## src/rtl/dac_tx_sequencer.sv

```systemverilog
// Pulsed-transmit sequencer: alternates TX-on/TX-off windows, paces a sample
// strobe toward the DAC, pulls I/Q from the source and flags source underflow.
module dac_tx_sequencer #(
  parameter int WIDTH  = 14,
  parameter int CNT_W  = 24,
  parameter int RATE_W = 8
) (
  input  logic              clk_i,
  input  logic              rst_n_i,
  input  logic              ena_i,
  input  logic [CNT_W-1:0]  cfg_ton_i,
  input  logic [CNT_W-1:0]  cfg_toff_i,
  input  logic [RATE_W-1:0] cfg_rate_i,
  input  logic              cfg_load_i,
  input  logic              src_valid_i,
  input  logic [WIDTH-1:0]  src_i_i,
  input  logic [WIDTH-1:0]  src_q_i,
  output logic              src_ready_o,
  output logic [WIDTH-1:0]  tx_i_o,
  output logic [WIDTH-1:0]  tx_q_o,
  output logic              tx_strobe_o,
  output logic              tx_ena_o,
  output logic              pulse_start_o,
  output logic              underflow_o,
  output logic [1:0]        state_o
);

  typedef enum logic [1:0] {
    S_IDLE  = 2'd0,
    S_TXON  = 2'd1,
    S_TXOFF = 2'd2
  } state_e;

  localparam logic [CNT_W-1:0]  CNT_ZERO  = {CNT_W{1'b0}};
  localparam logic [CNT_W-1:0]  CNT_ONE   = {{(CNT_W-1){1'b0}}, 1'b1};
  localparam logic [RATE_W-1:0] RATE_ZERO = {RATE_W{1'b0}};
  localparam logic [RATE_W-1:0] RATE_ONE  = {{(RATE_W-1){1'b0}}, 1'b1};
  localparam logic [WIDTH-1:0]  DATA_ZERO = {WIDTH{1'b0}};

  state_e              state_q, state_d;
  logic [CNT_W-1:0]    ton_sh_q, ton_sh_d, toff_sh_q, toff_sh_d;
  logic [RATE_W-1:0]   rate_sh_q, rate_sh_d;
  logic [CNT_W-1:0]    ton_act_q, ton_act_d, toff_act_q, toff_act_d;
  logic [RATE_W-1:0]   rate_act_q, rate_act_d;
  logic [CNT_W-1:0]    win_q, win_d;
  logic [RATE_W-1:0]   rate_cnt_q, rate_cnt_d;
  logic                stop_q, stop_d;
  logic [WIDTH-1:0]    tx_i_q, tx_i_d, tx_q_q, tx_q_d;
  logic                strobe_q, strobe_d;
  logic                ena_q, ena_d;
  logic                pulse_q, pulse_d;
  logic                unf_q, unf_d;

  logic                tick_s, win_end_s, enter_on_s;
  logic [CNT_W-1:0]    ton_last_s, toff_last_s;

  // Next-state computation for the sequencer, counters, config and outputs
  always_comb begin
    ton_last_s  = (ton_act_q  == CNT_ZERO) ? CNT_ZERO : ton_act_q  - CNT_ONE;
    toff_last_s = (toff_act_q == CNT_ZERO) ? CNT_ZERO : toff_act_q - CNT_ONE;
    tick_s      = (state_q != S_IDLE) && (rate_cnt_q == RATE_ZERO);

    if (state_q == S_TXON) begin
      win_end_s = (win_q == ton_last_s);
    end else if (state_q == S_TXOFF) begin
      win_end_s = (win_q == toff_last_s);
    end else begin
      win_end_s = 1'b0;
    end

    case (state_q)
      S_IDLE:  state_d = ena_i ? S_TXON : S_IDLE;
      S_TXON:  state_d = win_end_s ? ((stop_q || !ena_i) ? S_IDLE : S_TXOFF) : S_TXON;
      S_TXOFF: state_d = !ena_i ? S_IDLE : (win_end_s ? S_TXON : S_TXOFF);
      default: state_d = S_IDLE;
    endcase

    enter_on_s = (state_d == S_TXON) && (state_q != S_TXON);

    // A load coinciding with window entry lands straight in the active set
    ton_sh_d   = cfg_load_i ? cfg_ton_i  : ton_sh_q;
    toff_sh_d  = cfg_load_i ? cfg_toff_i : toff_sh_q;
    rate_sh_d  = cfg_load_i ? cfg_rate_i : rate_sh_q;
    ton_act_d  = enter_on_s ? ton_sh_d   : ton_act_q;
    toff_act_d = enter_on_s ? toff_sh_d  : toff_act_q;
    rate_act_d = enter_on_s ? rate_sh_d  : rate_act_q;

    if ((state_d != state_q) || (state_q == S_IDLE)) begin
      win_d = CNT_ZERO;
    end else begin
      win_d = win_q + CNT_ONE;
    end

    if (enter_on_s || (state_d == S_IDLE)) begin
      rate_cnt_d = RATE_ZERO;
    end else if (rate_cnt_q >= rate_act_q) begin
      rate_cnt_d = RATE_ZERO;
    end else begin
      rate_cnt_d = rate_cnt_q + RATE_ONE;
    end

    if (enter_on_s) begin
      stop_d = 1'b0;
    end else if ((state_q == S_TXON) && !ena_i) begin
      stop_d = 1'b1;
    end else begin
      stop_d = stop_q;
    end

    if (state_d == S_IDLE) begin
      strobe_d = 1'b0;
      tx_i_d   = DATA_ZERO;
      tx_q_d   = DATA_ZERO;
    end else if (tick_s) begin
      strobe_d = 1'b1;
      tx_i_d   = ((state_q == S_TXON) && src_valid_i) ? src_i_i : DATA_ZERO;
      tx_q_d   = ((state_q == S_TXON) && src_valid_i) ? src_q_i : DATA_ZERO;
    end else begin
      strobe_d = 1'b0;
      tx_i_d   = tx_i_q;
      tx_q_d   = tx_q_q;
    end

    if ((state_q == S_IDLE) && (state_d == S_TXON)) begin
      unf_d = 1'b0;
    end else if (tick_s && (state_q == S_TXON) && !src_valid_i) begin
      unf_d = 1'b1;
    end else begin
      unf_d = unf_q;
    end

    ena_d   = (state_d != S_IDLE);
    pulse_d = enter_on_s;
  end

  // State and output registers, cleared asynchronously
  always_ff @(posedge clk_i or negedge rst_n_i) begin
    if (!rst_n_i) begin
      state_q    <= S_IDLE;
      ton_sh_q   <= CNT_ZERO;
      toff_sh_q  <= CNT_ZERO;
      rate_sh_q  <= RATE_ZERO;
      ton_act_q  <= CNT_ZERO;
      toff_act_q <= CNT_ZERO;
      rate_act_q <= RATE_ZERO;
      win_q      <= CNT_ZERO;
      rate_cnt_q <= RATE_ZERO;
      stop_q     <= 1'b0;
      tx_i_q     <= DATA_ZERO;
      tx_q_q     <= DATA_ZERO;
      strobe_q   <= 1'b0;
      ena_q      <= 1'b0;
      pulse_q    <= 1'b0;
      unf_q      <= 1'b0;
    end else begin
      state_q    <= state_d;
      ton_sh_q   <= ton_sh_d;
      toff_sh_q  <= toff_sh_d;
      rate_sh_q  <= rate_sh_d;
      ton_act_q  <= ton_act_d;
      toff_act_q <= toff_act_d;
      rate_act_q <= rate_act_d;
      win_q      <= win_d;
      rate_cnt_q <= rate_cnt_d;
      stop_q     <= stop_d;
      tx_i_q     <= tx_i_d;
      tx_q_q     <= tx_q_d;
      strobe_q   <= strobe_d;
      ena_q      <= ena_d;
      pulse_q    <= pulse_d;
      unf_q      <= unf_d;
    end
  end

  assign src_ready_o   = tick_s && (state_q == S_TXON);
  assign tx_i_o        = tx_i_q;
  assign tx_q_o        = tx_q_q;
  assign tx_strobe_o   = strobe_q;
  assign tx_ena_o      = ena_q;
  assign pulse_start_o = pulse_q;
  assign underflow_o   = unf_q;
  assign state_o       = state_q;

endmodule

```

## config.mk

```make
export PLATFORM = sky130hd
export DESIGN_NAME = dac_tx_sequencer
export DESIGN_NICKNAME = d
export VERILOG_FILES = /design/src/rtl/dac_tx_sequencer.sv
export SDC_FILE = /design/constraint.sdc
export NUM_CORES = 1
export LEC_CHECK = 0
export BUFFER_PORTS_ARGS = -buffer_cell sky130_fd_sc_hd__clkbuf_2
export CORE_UTILIZATION = 59
export CTS_CLUSTER_SIZE = 12
export DETAILED_ROUTE_END_ITERATION = 8
export HOLD_SLACK_MARGIN = 0.1
export PLACE_DENSITY = 0.77
export SLEW_MARGIN = 20
export SYNTH_ARGS = -nofsm -noshare
export SYNTH_HDL_FRONTEND = slang
export SYNTH_SLANG_ARGS = --single-unit
```

## constraint.sdc

```tcl
create_clock -name clk_i -period 3.8 [get_ports clk_i]
set_input_delay 0.19 -clock clk_i [delete_from_list [all_inputs] [get_ports clk_i]]
set_output_delay 0.19 -clock clk_i [all_outputs]
set_load 0.01 [all_outputs]
```

[Yosys cells after proc, flatten, opt, wreduce, memory -nomap -nowiden]
Cells that the tools add are included.
Operators by class
  add/subtract/negate cells: 4
  $lt $le $gt $ge: 1
  equal/unequal tests: 7
  mux-type cells: 28
  reduce and logical (&&, ||, !) cells: 22
Operators with widths (number)
  2-to-1 mux 24 bit: 5
  2-to-1 mux 14 bit: 6
  equality test 24 bit: 2
  zero test 24 bit: 2
  subtractor 24 x 1 -> 24 bit, second input constant: 2
  adder 24 x 1 -> 24 bit, second input constant: 1
  2-to-1 mux 8 bit: 3
  nonzero test 2 bit: 5
  2-to-1 mux 1 bit: 9
  adder 8 x 1 -> 8 bit, second input constant: 1
  >= comparator 8 bit: 1
  zero test 8 bit: 1
  2-to-1 mux 2 bit: 4
  logical AND 1 bit: 7
  case mux 2 bit (3 select lines): 1
  equality test 2 x 1 -> 1 bit, second input constant: 2
  zero test 2 bit: 2
  logical OR 1 bit: 3
  equality test 2 bit, second input constant: 1
  zero test 1 bit: 2
  inequality test 2 x 1 -> 1 bit, second input constant: 1
  inequality test 2 bit: 1
Word-level totals
  flip-flop bits (word level): 179
  input bits: 89
  output and inout port bits: 35
  word-level logic and storage cells: 78

[Depth between registers and ports, before layout]
Gate-level depths: netlist of the first run.
  depth in word-level cells: 12
  gate-level depth with buffers: 16
  mapped depth without buffers: 12

[Worst setup path before layout of the first run]
OpenSTA, ideal clock, no wires.
  path kind: reg2reg
  from: reg ton_act_q[0]
  to: reg tx_i_q[0], in the netlist tx_i_o[0]
  setup time: 0.118 ns
  arrival: 3.381 ns
  data required time: 3.682 ns
  slack: 0.301 ns
  cell stages (with the launch flop): 15
  buffers on the path: 2
  period minus slack after synthesis: 3.499 ns
  cell sequence: dfrtp_1 inv_1 ha_1 nor4b_2 nand4_1 or3b_1 buf_2 a211oi_2 o211ai_1 nor3_1 nand4_1 o32ai_2 a21oi_2 buf_4 a2bb2o_4
Between the ends
  word-level cells in the longest chain between the ends: 9
  elaborated cells between the ends (all ways): 12
  those cells by class: add/sub: 1; eq/ne: 1; mux: 7; reduce/logical: 3
Ends and longest elaborated chain
  from (decl): line 43  | logic [CNT_W-1:0] ton_act_q, ton_act_d, toff_act_q, toff_act_d;
  from (signal assigned): line 160  | ton_act_q <= ton_act_d;
  subtractor 24 x 1 -> 24 bit / zero test 24 bit (equally long branches): line 59  | ton_last_s = (ton_act_q == CNT_ZERO) ? CNT_ZERO : ton_act_q - CNT_ONE;
  2-to-1 mux 24 bit *: line 59
  equality test 24 bit *: line 64  | win_end_s = (win_q == ton_last_s);
  2-to-1 mux 1 bit *: line 63  | if (state_q == S_TXON) begin
  2-to-1 mux 2 bit (2 in a row): line 74  | S_TXOFF: state_d = !ena_i ? S_IDLE : (win_end_s ? S_TXON : S_TXOFF);
  case mux 2 bit (3 select lines) *: line 71  | case (state_q)
  zero test 2 bit *: line 110  | if (state_d == S_IDLE) begin
  2-to-1 mux 14 bit / nonzero test 2 bit (equally long branches)
  to (signal assigned): line 166  | tx_i_q <= tx_i_d;
  to (decl): line 48  | logic [WIDTH-1:0] tx_i_q, tx_i_d, tx_q_q, tx_q_d;
Every way passes the cells marked *; elsewhere a longest branch is shown, timed or not.
A chain may end at the register's enable or synchronous reset.

[Final worst setup path of the first run]
  from: reg ton_act_q[15]
  to: reg tx_q_q[0], in the netlist tx_q_o[0]
Between the ends
  word-level cells in the longest chain between the ends: 9
  elaborated cells between the ends (all ways): 12
  those cells by class: add/sub: 1; eq/ne: 1; mux: 7; reduce/logical: 3
Ends and longest elaborated chain
  subtractor 24 x 1 -> 24 bit / zero test 24 bit (equally long branches): line 59
  2-to-1 mux 24 bit *: line 59
  equality test 24 bit *: line 64
  2-to-1 mux 1 bit *: line 63
  2-to-1 mux 2 bit (2 in a row): line 74
  case mux 2 bit (3 select lines) *: line 71
  zero test 2 bit *: line 110
  2-to-1 mux 14 bit / nonzero test 2 bit (equally long branches)
  to (signal assigned): line 167  | tx_q_q <= tx_q_d;
  to (decl): line 48
Marks and branches as above.

==> flow_summary.html, run 1 <==
<table>
<tr><th>Metric</th><th>Value</th></tr>
<tr><th colspan="2">Timing</th></tr>
<tr><td>Finish-stage setup viols</td><td>0</td></tr>
<tr><td>Pin slew with the least headroom to its limit</td><td>between 0.8 and 0.9 ns</td></tr>
<tr><td>Final worst path period share</td><td>96.2%</td></tr>
<tr><td>Relative slew slack</td><td>42.4%</td></tr>
<tr><td>Final number of hold-violating endpoints</td><td>0</td></tr>
<tr><td>Number of pins with negative max-slew slack in the final report</td><td>0</td></tr>
<tr><td>Sum Neg Setup Slack</td><td>0 ns</td></tr>
<tr><td>Max Clk Rate</td><td>274 MHz</td></tr>
<tr><td>Minimum clock period</td><td>3.66 ns</td></tr>
<tr><td>Worst clock skew</td><td>0.0137 ns</td></tr>
<tr><th colspan="2">Power and ir drop</th></tr>
<tr><td>Worst IR Drop VDD</td><td>425 uV</td></tr>
<tr><td>Part of the power in the clock network</td><td>21.5%</td></tr>
<tr><td>Switch share</td><td>37.2%</td></tr>
<tr><td>Logic gate share of total power</td><td>approximately 40%</td></tr>
<tr><td>Cell Int Power</td><td>0.00519 W</td></tr>
<tr><td>Switch Pwr</td><td>0.00308 W</td></tr>
<tr><td>Flop pwr share</td><td>between 30 and 40%</td></tr>
<tr><td>Total power density per cell area</td><td>653 nW/um^2</td></tr>
<tr><td>Leakage component of the power</td><td>between 5 and 6 nW</td></tr>
<tr><th colspan="2">Worst setup path</th></tr>
<tr><td>Setup crit end kind</td><td>flop</td></tr>
<tr><td>Required time of the critical path</td><td>~4.1 ns</td></tr>
<tr><td>Sequence of cells on the critical path</td><td>or3_1, or3_1, or4_1, nand3_1, nand3_1, or3_1, nand4bb_1, o22ai_2, o21a_2, buf_4, a2bb2o_1</td></tr>
<tr><td>Crit-path most repeated cell</td><td>or3_1</td></tr>
<tr><td>Nature of the critical path startpoint</td><td>flop</td></tr>
<tr><td>Critical path class</td><td>reg2reg</td></tr>
<tr><td>Worst stage delay on the critical path</td><td>0.57 ns</td></tr>
<tr><td>Arrival time worst endpoint</td><td>3.98 ns</td></tr>
<tr><td>Maximum fanout along the worst path</td><td>11</td></tr>
<tr><td>Crit-path slowest cell</td><td>or4_1</td></tr>
<tr><th colspan="2">Synthesis</th></tr>
<tr><td>Largest area contributor in the netlist</td><td>dfrtp_1</td></tr>
<tr><td>Nets in the synthesized netlist</td><td>1025</td></tr>
<tr><td>Synthesized netlist cell count</td><td>~900</td></tr>
<tr><td>Number of synthesized flops with an enable pin</td><td>0</td></tr>
<tr><td>Synth Warn #</td><td>0</td></tr>
<tr><td>Primary FF master, synth</td><td>dfrtp_1</td></tr>
<tr><td>Most frequent cells after synthesis</td><td>dfrtp_1, nor2_1, mux2_1, mux2_2, inv_1</td></tr>
<tr><td>Fraction of registers with async set/reset</td><td>100%</td></tr>
<tr><td>Cell with the most instances after synthesis</td><td>dfrtp_1</td></tr>
<tr><td>Cell types occupying the most area after synthesis</td><td>dfrtp_1, mux2_1, mux2_2</td></tr>
<tr><td>Syn Area/Cell</td><td>10.8 sq um</td></tr>
<tr><td>Mapped cell area</td><td>9930 sq um</td></tr>
<tr><td>Flip-flop and latch count after synthesis</td><td>179</td></tr>
<tr><td>Register area share after synthesis</td><td>45.1%</td></tr>
<tr><td>Number of distinct library cells after synthesis</td><td>75</td></tr>
<tr><td>Area share of the leading cell type in the synthesized netlist</td><td>a little under half</td></tr>
<tr><th colspan="2">GRT</th></tr>
<tr><td>Total Routing Usage GR</td><td>31.2%</td></tr>
<tr><td>Global-route wire length before repair</td><td>42400 um</td></tr>
<tr><td>Number of antenna violations at the first check in global routing</td><td>1</td></tr>
<tr><td>Pin count of the biggest net entering global routing</td><td>97</td></tr>
<tr><td>Remaining global-route overflow</td><td>0</td></tr>
<tr><td>Vias in the first global route</td><td>8324</td></tr>
<tr><th colspan="2">Route</th></tr>
<tr><td>DRC violation count after routing</td><td>0</td></tr>
<tr><td>Wire length per cell</td><td>approximately 19 um</td></tr>
<tr><td>Detailed-route vias per instance</td><td>5.89</td></tr>
<tr><td>Via Count</td><td>between 8000 and 9000</td></tr>
<tr><td>Total routed wirelength</td><td>roughly 26000 um</td></tr>
<tr><td>Iter 0 DRT Violations</td><td>582</td></tr>
<tr><td>First-pass iteration count of the detailed router</td><td>5</td></tr>
<tr><td>Post-detailed-route count of antenna-violating nets</td><td>0</td></tr>
<tr><th colspan="2">Die</th></tr>
<tr><td>Top Ports</td><td>124</td></tr>
<tr><td>Area of the die</td><td>roughly 17000 sq um</td></tr>
<tr><td>Height of the die</td><td>~130 um</td></tr>
<tr><td>Core Rows</td><td>47</td></tr>
<tr><td>CORE AREA</td><td>~17000 sq um</td></tr>
<tr><td>Overall die width</td><td>between 100 and 150 um</td></tr>
<tr><td>Effective utilization at floorplan</td><td>about three fifths</td></tr>
<tr><th colspan="2">Clock network</th></tr>
<tr><td>Clock net sink count</td><td>179</td></tr>
<tr><td>Clock tree from TritonCTS</td><td>done</td></tr>
<tr><td>Buffer depth of the longest clock path</td><td>2</td></tr>
<tr><td>Skew-Pair Late Insertion Delay</td><td>0.44 ns</td></tr>
<tr><td>H-tree level count</td><td>4</td></tr>
<tr><td>Total CTS buffers</td><td>17</td></tr>
<tr><td>Root Buffer Master</td><td>clkbuf_16</td></tr>
<tr><td>Clock-pin slew reported for the worst setup and hold paths after clock tree synthesis</td><td>0.07 ns</td></tr>
<tr><th colspan="2">Place</th></tr>
<tr><td>Number of port buffers</td><td>123</td></tr>
<tr><td>Placed Instances</td><td>1265</td></tr>
<tr><td>Routability cong.</td><td>0.912</td></tr>
<tr><td>Hpwl dp</td><td>approximately 17000 um</td></tr>
<tr><th colspan="2">Cells and area</th></tr>
<tr><td>Net count reported at finish</td><td>1260</td></tr>
<tr><td>Final standard cell utilization of the core</td><td>76.5%</td></tr>
<tr><td>Share of post-route cells with drive strength above 1</td><td>27.0%</td></tr>
<tr><td>Area growth from synthesis to layout</td><td>27.4%</td></tr>
<tr><td>Final cell count without fillers</td><td>1392</td></tr>
<tr><th colspan="2">Hold path</th></tr>
<tr><td>Hold Path Class</td><td>in2reg</td></tr>
<tr><th colspan="2">Run status</th></tr>
<tr><td>Outcome</td><td>finished clean</td></tr>
<tr><th colspan="2">Run</th></tr>
<tr><td>Maxcap violations</td><td>0</td></tr>
</table>
==> metrics by stage <==
stage                     hold WS, ns  total power (W)  worst slack [ns]  area (sq um)
after detailed placement        0.340          0.00626             0.154         11100
after CTS                       0.130          0.00812            0.0150         12500
final                           0.168          0.00826             0.144         12600
after global placement          0.333          0.00616             0.199         11100
after global routing            0.203          0.00874           -0.0479         12600
after floorplan                -0.106          0.00519             0.301          9930
==> flip-flops by register name, summed over array words and instances (netlist names) <==
register / flops
toff_sh_q: 24
rate_act_q: 8
tx_i_o: 14
tx_strobe_o: 1
rate_sh_q: 8
tx_q_o: 14
underflow_o: 1
ton_sh_q: 24
tx_ena_o: 1
state_o: 2
win_q: 24
ton_act_q: 24
toff_act_q: 24
pulse_start_o: 1
stop_q: 1
rate_cnt_q: 8
==> power groups by stage <==
stage / Clock (W) / Sequential [W] / Combinational (W)
2_1_floorplan: 0 / 0.00295 / 0.00224
3_3_place_gp: 0 / 0.00309 / 0.00307
3_5_place_dp: 0 / 0.00311 / 0.00315
4_1_cts: 0.00178 / 0.00309 / 0.00325
5_1_grt: 0.00189 / 0.00321 / 0.00365
6_report: 0.00178 / 0.00312 / 0.00336
==> worst paths after layout <==
kind	endpoint	slack, ns	start	cells after the start
max	tx_q_o[0]	0.14	ton_act_q[15]	11
min reg2reg	rate_act_q[2]	0.49	rate_act_q[2]	1
min in group asynchronous	ton_sh_q[4]	0.42	rst_n_i	2
min	underflow_o	0.17	src_valid_i	4
max reg2reg	tx_q_o[0]	0.14	ton_act_q[15]	11
max in group asynchronous	toff_act_q[1]	2.50	rst_n_i	3
==> timing repair <==
action	in CTS	in global routing
setup endpoints to repair	0	120
resized for setup	0	14
hold buffers	86	0
setup buffers	0	7
endpoints found under the hold margin	181	0
==> logic make-up after synthesis <==
kind of cell | count (synthesis) | synth area share, %
compound gates | 133 | 12.2
buf+inv | 107 | 4.42
simple gates | 294 | 16.2
xor+xnor | 82 | 7.37
fa+ha+maj | 13 | 1.64
flops | 179 | 45.1
mux | 115 | 13.0
==> critical path, delay by kind of cell (launching register included) <==
kind,cells,cell delay (ns)
buffers and inverters,1,0.18
DFF,1,0.38
and+or+nand+nor,7,2.23
AOI/OAI and AO/OA,3,0.74
==> cell type report <==
class                   count  area, sq um
multi-input cells         638         5100
flip-flops and latches    179         4480
fillers                  1109         3880
repair buffers            269         2010
clock buffers              19          433
well taps                 220          275
inverters                  53          199
clock inverters            13          149
diodes                      1         2.50
==> cells in the final DEF (no fill, tap or decap), types with 15 or more instances in the layout <==
master / netlist / routed
nor2_1: 64 / 64
dfrtp_1: 179 / 178
dlygate4sd3_1: 0 / 86
nand3_1: 31 / 31
a21oi_1: 16 / 16
xor2_1: 45 / 45
nor3_1: 23 / 23
mux2_1: 56 / 56
and3_1: 15 / 15
nand2_1: 45 / 45
clkbuf_16: 0 / 17
buf_4: 2 / 54
o21ai_0: 23 / 22
nand4_1: 29 / 29
a2bb2o_4: 20 / 20
inv_1: 53 / 53
xnor2_1: 36 / 36
clkbuf_2: 0 / 122
mux2_2: 56 / 56
==> routing by layer <==
layer	up-vias	global-route usage (%)	wire (um)	part of all wire, %
li1	3784	-	-	-
met1	4026	38.3	10900	41
met2	305	54.0	13200	50
met3	85	5.36	1260	4.8
met4	0	14.0	949	3.6
met5	-	0	0	0
(Power assumes the default switching activity.)
==> run 2: changes to the inputs <==
ABC_AREA = 1   (was not set)
BUFFER_PORTS_ARGS = not set   (was -buffer_cell sky130_fd_sc_hd__clkbuf_2)
CORE_UTILIZATION = 60   (was 59)
DONT_BUFFER_PORTS = 1   (was not set)
PLACE_DENSITY = 0.72   (was 0.77)
==> run 2 against run 1 <==
- the flow now finishes with violations (hold timing)
- largest power group is now registers
- critical endpoint is now ton_act_q[19]
- synthesized area increased by 5.8%
- worst setup slack improved by 0.21 ns
- wire length increased by 7.1%
- largest cell class unchanged
==> flow_summary.html, run 2 <==
<table>
<tr><th>Metric</th><th>Value</th></tr>
<tr><th colspan="2">Route</th></tr>
<tr><td>Total routed wirelength</td><td>around 28000 um</td></tr>
<tr><td>Wire length per cell</td><td>15.4 um</td></tr>
<tr><td>First-pass iteration count of the detailed router</td><td>5</td></tr>
<tr><td>Via Count</td><td>about 9900</td></tr>
<tr><td>DRC violation count after routing</td><td>0</td></tr>
<tr><td>Post-detailed-route count of antenna-violating nets</td><td>0</td></tr>
<tr><td>Detailed-route vias per instance</td><td>about 5.4</td></tr>
<tr><td>Iter 0 DRT Violations</td><td>718</td></tr>
<tr><th colspan="2">Die</th></tr>
<tr><td>Effective utilization at floorplan</td><td>about three fifths</td></tr>
<tr><td>Height of the die</td><td>between 100 and 150 um</td></tr>
<tr><td>Top Ports</td><td>124</td></tr>
<tr><td>Core Rows</td><td>48</td></tr>
<tr><td>Overall die width</td><td>134 um</td></tr>
<tr><td>Area of the die</td><td>18000 sq um</td></tr>
<tr><td>CORE AREA</td><td>17200 sq um</td></tr>
<tr><th colspan="2">Worst setup path</th></tr>
<tr><td>Required time of the critical path</td><td>4.17 ns</td></tr>
<tr><td>Nature of the critical path startpoint</td><td>flop</td></tr>
<tr><td>R2r endpoint</td><td>ton_act_q[19]</td></tr>
<tr><td>Setup crit end kind</td><td>flop</td></tr>
<tr><td>Critical path class</td><td>reg2reg</td></tr>
<tr><td>Critical R2R Launch</td><td>toff_act_q[16]</td></tr>
<tr><td>Register-to-Register Path Depth</td><td>18</td></tr>
<tr><td>Minimum setup slack among reg-to-reg paths</td><td>0.35 ns</td></tr>
<tr><td>Maximum fanout along the worst path</td><td>56</td></tr>
<tr><td>Arrival time worst endpoint</td><td>3.82 ns</td></tr>
<tr><th colspan="2">Run status</th></tr>
<tr><td>Violations in the final reports</td><td>hold timing</td></tr>
<tr><td>Outcome</td><td>complete, but fails checks</td></tr>
<tr><th colspan="2">GRT</th></tr>
<tr><td>Number of antenna violations at the first check in global routing</td><td>0</td></tr>
<tr><td>Remaining global-route overflow</td><td>0</td></tr>
<tr><td>Total Routing Usage GR</td><td>33.0%</td></tr>
<tr><td>Global-route wire length before repair</td><td>~47000 um</td></tr>
<tr><td>Vias in the first global route</td><td>9598</td></tr>
<tr><td>Pin count of the biggest net entering global routing</td><td>180</td></tr>
<tr><th colspan="2">Clock network</th></tr>
<tr><td>Clock net sink count</td><td>179</td></tr>
<tr><td>Total CTS buffers</td><td>17</td></tr>
<tr><td>Buffer depth of the longest clock path</td><td>2</td></tr>
<tr><td>Skew-Pair Late Insertion Delay</td><td>approximately 0.44 ns</td></tr>
<tr><td>H-tree level count</td><td>4</td></tr>
<tr><td>Root Buffer Master</td><td>clkbuf_16</td></tr>
<tr><td>Number of buffers added for setup after CTS</td><td>0</td></tr>
<tr><td>Clock tree from TritonCTS</td><td>done</td></tr>
<tr><td>Number of buffers inserted for hold repair after clock tree synthesis</td><td>88</td></tr>
<tr><td>Clock-pin slew reported for the worst setup and hold paths after clock tree synthesis</td><td>0.07 ns</td></tr>
<tr><td>Resize count post-CTS</td><td>0</td></tr>
<tr><th colspan="2">Place</th></tr>
<tr><td>Hpwl dp</td><td>18800 um</td></tr>
<tr><td>Number of port buffers</td><td>0</td></tr>
<tr><td>Routability cong.</td><td>1.01</td></tr>
<tr><th colspan="2">Power and ir drop</th></tr>
<tr><td>Flop pwr share</td><td>42.8%</td></tr>
<tr><td>Leakage component of the power</td><td>6.45 nW</td></tr>
<tr><td>Switch share</td><td>37.9%</td></tr>
<tr><td>Cell Int Power</td><td>0.00386 W</td></tr>
<tr><td>Worst IR Drop VDD</td><td>just over 600 uV</td></tr>
<tr><td>Total power density per cell area</td><td>515 nW/um^2</td></tr>
<tr><td>Part of the power in the clock network</td><td>28.9%</td></tr>
<tr><td>Total Power Consumption</td><td>0.00622 W</td></tr>
<tr><td>Logic gate share of total power</td><td>28.3%</td></tr>
<tr><td>Switch Pwr</td><td>around 0.0024 W</td></tr>
<tr><th colspan="2">Synthesis</th></tr>
<tr><td>Number of distinct library cells after synthesis</td><td>37</td></tr>
<tr><td>Area share of the leading cell type in the synthesized netlist</td><td>42.6%</td></tr>
<tr><td>Flip-flop and latch count after synthesis</td><td>between 150 and 200</td></tr>
<tr><td>Synthesized netlist cell count</td><td>between 1500 and 2000</td></tr>
<tr><td>Primary FF master, synth</td><td>dfrtp_1</td></tr>
<tr><td>Cell with the most instances after synthesis</td><td>nand2_1</td></tr>
<tr><td>Mapped cell area</td><td>10500 sq um</td></tr>
<tr><td>Most frequent cells after synthesis</td><td>nand2_1, dfrtp_1, nor2_1, inv_1, nand3_1</td></tr>
<tr><td>Register area share after synthesis</td><td>42.6%</td></tr>
<tr><td>Number of synthesized flops with an enable pin</td><td>0</td></tr>
<tr><td>Largest area contributor in the netlist</td><td>dfrtp_1</td></tr>
<tr><td>Nets in the synthesized netlist</td><td>1630</td></tr>
<tr><td>Fraction of registers with async set/reset</td><td>100%</td></tr>
<tr><td>Cell types occupying the most area after synthesis</td><td>dfrtp_1, nand2_1, nand3_1</td></tr>
<tr><td>Syn Area/Cell</td><td>6.88 sq um</td></tr>
<tr><td>Synth Warn #</td><td>0</td></tr>
<tr><th colspan="2">Cells and area</th></tr>
<tr><td>Total inserted antenna cells</td><td>0</td></tr>
<tr><td>Area growth from synthesis to layout</td><td>15.0%</td></tr>
<tr><td>Share of post-route cells with drive strength above 1</td><td>5.17%</td></tr>
<tr><td>Fill cells</td><td>~1500</td></tr>
<tr><td>Commonest non-fill, non-tap cells in the layout</td><td>nand2_1, dfrtp_1, nor2_1</td></tr>
<tr><td>Area taken by flip-flops and latches</td><td>around 4500 sq um</td></tr>
<tr><td>Net count reported at finish</td><td>1694</td></tr>
<tr><td>Area of combinational cells with multiple inputs</td><td>5140 sq um</td></tr>
<tr><td>Most common library cell in the layout ignoring fill and taps</td><td>nand2_1</td></tr>
<tr><th colspan="2">Hold path</th></tr>
<tr><td>Hold Path Class</td><td>in2async</td></tr>
<tr><th colspan="2">Timing</th></tr>
<tr><td>Worst clock skew</td><td>0.0113 ns</td></tr>
<tr><td>Minimum clock period</td><td>3.45 ns</td></tr>
<tr><td>Max Clk Rate</td><td>between 200 and 300 MHz</td></tr>
<tr><td>Setup repair after global routing missed its margin</td><td>false</td></tr>
<tr><td>Finish-stage setup viols</td><td>0</td></tr>
<tr><td>Final number of hold-violating endpoints</td><td>around 180</td></tr>
<tr><td>Pin slew with the least headroom to its limit</td><td>around 1 ns</td></tr>
<tr><td>Sum Neg Setup Slack</td><td>0 ns</td></tr>
<tr><td>Relative slew slack</td><td>between 30% and 40%</td></tr>
<tr><td>Number of pins with negative max-slew slack in the final report</td><td>0</td></tr>
<tr><td>Worst hold slack</td><td>-0.561 ns</td></tr>
<tr><td>Final worst path period share</td><td>90.7%</td></tr>
<tr><th colspan="2">Run</th></tr>
<tr><td>Maxcap violations</td><td>0</td></tr>
</table>
## run 2: cell count changes after synthesis, sizes merged, moves of 36 or more
cell   before  now
nor2       64  190
mux2      112    0
inv        53  156
xnor2      36    0
nand2      45  635
nand3      31  161
## run 2: layout make-up
type,instances,share of cell area (%)
Clock inverter,14,1.39
Multi-Input combinational cell,1141,42.6
Sequential cell,179,37.1
Clock buffer,18,3.55
Timing Repair Buffer,97,8.20
Tap cell,225,2.33
Inverter,156,4.85
## run 2: worst max-delay path by stage
stage / start / end / cells after the start
CTS: toff_act_q[0] / rate_cnt_q[6] / 19
finish: toff_act_q[16] / ton_act_q[19] / 18
detailed placement: toff_act_q[0] / rate_cnt_q[6] / 19
global placement: toff_act_q[0] / rate_cnt_q[1] / 16
floorplan: toff_act_q[0] / toff_act_q[16] / 20
global route: ton_act_q[0] / rate_cnt_q[6] / 21
## run 2: cells by family (layout without fill, tap and decap cells)
group           count (synthesis)  in the layout  share of synthesized area (%)
compound gates                 39             39                           2.20
xor+xnor                       19             19                           1.58
fa+ha+maj                      13             13                           1.55
buf+inv                       209            285                           8.55
flops                         179            179                           42.6
simple gates                 1069           1070                           43.5
## run 2: through the flow
stage	utilization [%]	cells	instance area, sq um	hold WS, ns	worst slack (ns)
6_report	70.3	1830	12100	-0.561	0.354
5_1_grt	70.3	1830	12100	-0.580	0.00154
4_1_cts	70.3	1829	12100	-0.572	0.295
3_5_place_dp	61.6	1709	10600	-0.102	0.398
3_3_place_gp	61.6	1709	10600	-0.102	0.497
2_1_floorplan	-	1528	10500	-0.106	1.18
## run 2: power by group through the flow
stage	Sequential, W	Clock (W)	Combinational [W]
detailed placement	0.00269	0	0.00164
global route	0.00271	0.00189	0.00203
floorplan	0.00257	0	0.00136
global placement	0.00268	0	0.00160
CTS	0.00266	0.00181	0.00174
finish	0.00266	0.00180	0.00176
## run 2: routing by layer
layer | GRT usage (%) | wire, um | share of wire, % | up-vias
met5 | 0 | 0 | 0 | -
li1 | - | - | - | 4921
met3 | 7.48 | 1870 | 6.7 | 56
met4 | 10.7 | 675 | 2.4 | 0
met2 | 54.2 | 13000 | 46 | 313
met1 | 43.2 | 12600 | 45 | 4625
## run 2: critical path, cell delays in order, from the launching register on
cell and delay [ns]:
dfrtp_1 0.47, nor2_2 0.14, nand2_1 0.11, nor2_1 0.37
nand3_2 0.52, nand3_1 0.24, nand2_1 0.06, nand2_1 0.07
inv_1 0.06, nand2_1 0.06, nor2_1 0.04, nand4_1 0.07
nor2_1 0.06, nand2_1 0.10, nand3_1 0.10, nand2_2 0.13
buf_4 0.50, nand2_1 0.15, nand2_1 0.12
